**src/rtl/loopback_wrap_cnt.sv**
```systemverilog
// rtl/loopback_wrap_cnt.sv - free-running wrapping counter with synchronous clear
module loopback_wrap_cnt #(
    parameter int WIDTH = 32
) (
    input  logic             i_clk,
    input  logic             i_clr,
    input  logic             i_inc,
    output logic [WIDTH-1:0] o_cnt
);

    logic [WIDTH-1:0] r_cnt;

    // Clear beats increment; the counter wraps to zero with no saturation.
    always_ff @(posedge i_clk) begin
        if (i_clr) begin
            r_cnt <= '0;
        end else if (i_inc) begin
            r_cnt <= r_cnt + WIDTH'(1);
        end
    end

    assign o_cnt = r_cnt;

endmodule

```
**config.mk**
```make
export PLATFORM = sky130hd
export DESIGN_NAME = loopback_wrap_cnt
export DESIGN_NICKNAME = d
export VERILOG_FILES = /design/src/rtl/loopback_wrap_cnt.sv
export SDC_FILE = /design/constraint.sdc
export NUM_CORES = 1
export LEC_CHECK = 0
export BUFFER_PORTS_ARGS = -buffer_cell sky130_fd_sc_hd__buf_2
export CORE_UTILIZATION = 53
export CTS_CLUSTER_SIZE = 20
export DETAILED_ROUTE_END_ITERATION = 7
export PLACE_DENSITY = 0.78
export SYNTH_ARGS = -nofsm -noshare
export SYNTH_HDL_FRONTEND = slang
export SYNTH_SLANG_ARGS = --single-unit
```
**constraint.sdc**
```tcl
create_clock -name i_clk -period 2.7 [get_ports i_clk]
set_clock_uncertainty 0.2 [all_clocks]
set_input_delay 0.27 -clock i_clk [delete_from_list [all_inputs] [get_ports i_clk]]
set_output_delay 0.27 -clock i_clk [all_outputs]
set_load 0.01 [all_outputs]
```
==> impl_metrics.ini <==
[yosys]
ys_seq_area_share_pct = 41.0
async_reset_ff_share_pct = 0
synth_nets = 185
synthDistinctLibCells = 32
syn_inst = 181
ys_warn_count = 0
synth-main-ff-cell = dfxtp_1
synth-seq-cells = 32
syn_area_mm2 = 0.00156
avgSynthCellArea_um2 = 8.64
synth-edff-count = 0

[cts]
clk_latency_ns = 0.34
clockBufferDepth = 2
cts_resized = 0
cts_tree = done
cts_setup_buffers = 0
clock-sinks = 32
cts-root-buf = clkbuf_4
ctsHoldBuffers = 0
h-tree-depth = 2
cts_buffers = 5
path_clk_slew_ns = 0.10

[finish]
final_cell_mix = buf_2 (34), dfxtp_1 (32), nor2_1 (26)
diodes = 0
multi_input_area_um2 = 861
fill_cells = 259
seq_area_um2 = 641
layout_commonest_cell = buf_2
nNetsFinal = 216
fin_util_pct = 64.2
largest_register_ffs = 32
drive_above_1_share_pct = 26.3
area_delta_synth_final_pct = 14.2

[timing]
fin_crit_sh_pct = 81.7
fin_crit_ns = 2.21
rsz0062_at_grt = no
hold_violations = 0
fin_tns_setup_ns = 0
setup_violations = 0
max_freq_ghz = 0.453
final_max_slew_viol_count = 0
worstMarginPinSlew_ns = 0.717
relSlewSlack_pct = 52.2

[min_path]
min_from = i_inc
hold_end = o_cnt[1]
hold_depth = 3
hold_class = in2reg

[worst_setup_path]
worst-path-max-fanout = 9
crit_path_end_kind = flip-flop
critPathLaunchType = flip-flop
r2r_setup_slack_ns = 0.49
crit_arrival_ns = 2.24
r2r.worst_path.cells = 4
crit_required_ns = 2.74
r2r-end = o_cnt[29]
worstSetupPathType = reg2reg
reg2reg_from = o_cnt[2]

[pwr]
leakage_nw = 0.753
power_density_mw_per_mm2 = 446
vdd_drop_max_mv = 0.418
sequentialPowerShare_pct = 60.1
switching_share_pct = 23.6
p_comb_share_pct = 3.7
intPower_w = 0.000608
pwr-share-clk_pct = 36.2
p_sw_w = 0.000188

[detailed_routing]
dr.pass1.iters = 4
routed_wl_um = 3370
drtIter0Drc = 39
dr_total_vias = 1382
detail-route-antenna-nets = 0
vias_per_cell = 5.66
drc_errors = 0
wl_per_cell_um = 13.8

[floorplan]
ios = 35
die_w_um = 56.3
rows = 19
dieArea_mm2 = 0.00317
dieHeight_um = 56.3
initial_core_util_pct = 56.2
coreArea_mm2 = 0.00278

[placed_design]
place_congestion = 0.771
hpwl_um = 2390
port_buffers = 34

[global_routing]
grt_use_total_pct = 23.6
overflow = 0
grt_antenna_before_repair = 0
grt_pass1_vias = 1319
grt_pass1_wl_um = 5790
grt_max_degree = 44

[status]
outcome = finished clean

[flow_run]
maxCapViolations = 0
==> worst max-delay path by stage <==
stage                  start         to  slack, ns
global route        o_cnt[2]  o_cnt[28]       0.35
floorplan           o_cnt[8]  o_cnt[31]       0.57
finish              o_cnt[2]  o_cnt[29]       0.49
CTS                 o_cnt[9]  o_cnt[31]       0.51
detailed placement  o_cnt[9]  o_cnt[31]       0.51
global placement    o_cnt[8]  o_cnt[30]       0.60
==> synth_stat cells (2+ instances only) <==
library cell | number | share of area, %
or4_1 | 3 | 1.4
nand2_1 | 9 | 2.2
mux2_2 | 9 | 6.5
mux2_1 | 2 | 1.4
nor2b_1 | 10 | 4.0
o21ai_0 | 4 | 1.3
xnor2_1 | 4 | 2.2
nor3_1 | 10 | 3.2
nor4_1 | 2 | 0.80
and3_1 | 2 | 0.80
inv_1 | 4 | 0.96
a21oi_1 | 7 | 2.2
buf_2 | 2 | 0.64
o31ai_1 | 3 | 1.4
nand4_1 | 10 | 4.0
and4_1 | 3 | 1.7
dfxtp_1 | 32 | 41
xor2_1 | 9 | 5.0
nor2_1 | 26 | 6.2
or3_1 | 4 | 1.6
clkbuf_1 | 7 | 1.7
nand3_1 | 9 | 2.9
==> routing by layer <==
layer | vias to the layer above | global-route usage, % | part of all wire [%]
li1 | 693 | - | -
met1 | 646 | 25.8 | 43
met2 | 39 | 41.5 | 51
met3 | 4 | 7.83 | 4.6
met4 | 0 | 9.76 | 1.4
met5 | - | 0 | 0
==> worst max-delay path: stages, from the launching register on <==
cell	delay [ns]
dfxtp_1	0.44
and4_1	0.41
nand4_1	0.35
nor3_1	0.34
mux2_2	0.37
==> stage by stage <==
step	worst slack (ns)	instance area [µm²]	total power, W	hold slack (ns)	cells
2_1_floorplan	0.566	1560	0.000510	0.287	181
3_3_place_gp	0.597	1730	0.000517	0.273	236
3_5_place_dp	0.514	1730	0.000519	0.304	236
4_1_cts	0.506	1790	0.000806	0.0861	244
5_1_grt	0.348	1790	0.000830	0.105	244
6_report	0.494	1790	0.000796	0.0991	244
==> layout make-up <==
class / count / area share, %
tap: 31 / 2.17
sequential: 32 / 35.9
inverter: 4 / 0.840
clock buffer: 6 / 2.87
timing repair buffer: 34 / 9.52
clock inverter: 2 / 0.560
multi-input combinational: 135 / 48.2
==> cell families after synthesis <==
group           Yosys count  share of synthesized area, %
compound gates           14                          4.96
xor+xnor                 13                          7.28
fa+ha+maj                 1                         0.800
buf+inv                  14                          4.00
flops                    32                          41.0
mux                      12                          8.56
simple gates             95                          33.4
==> power groups by stage <==
stage	clock network [W]	logic [W]	registers [W]
floorplan	0	0.0000196	0.000490
global placement	0	0.0000276	0.000489
detailed placement	0	0.0000293	0.000490
CTS	0.000298	0.0000296	0.000479
global route	0.000318	0.0000327	0.000479
finish	0.000289	0.0000292	0.000479
No activity file was read; power rests on OpenSTA's default activity.
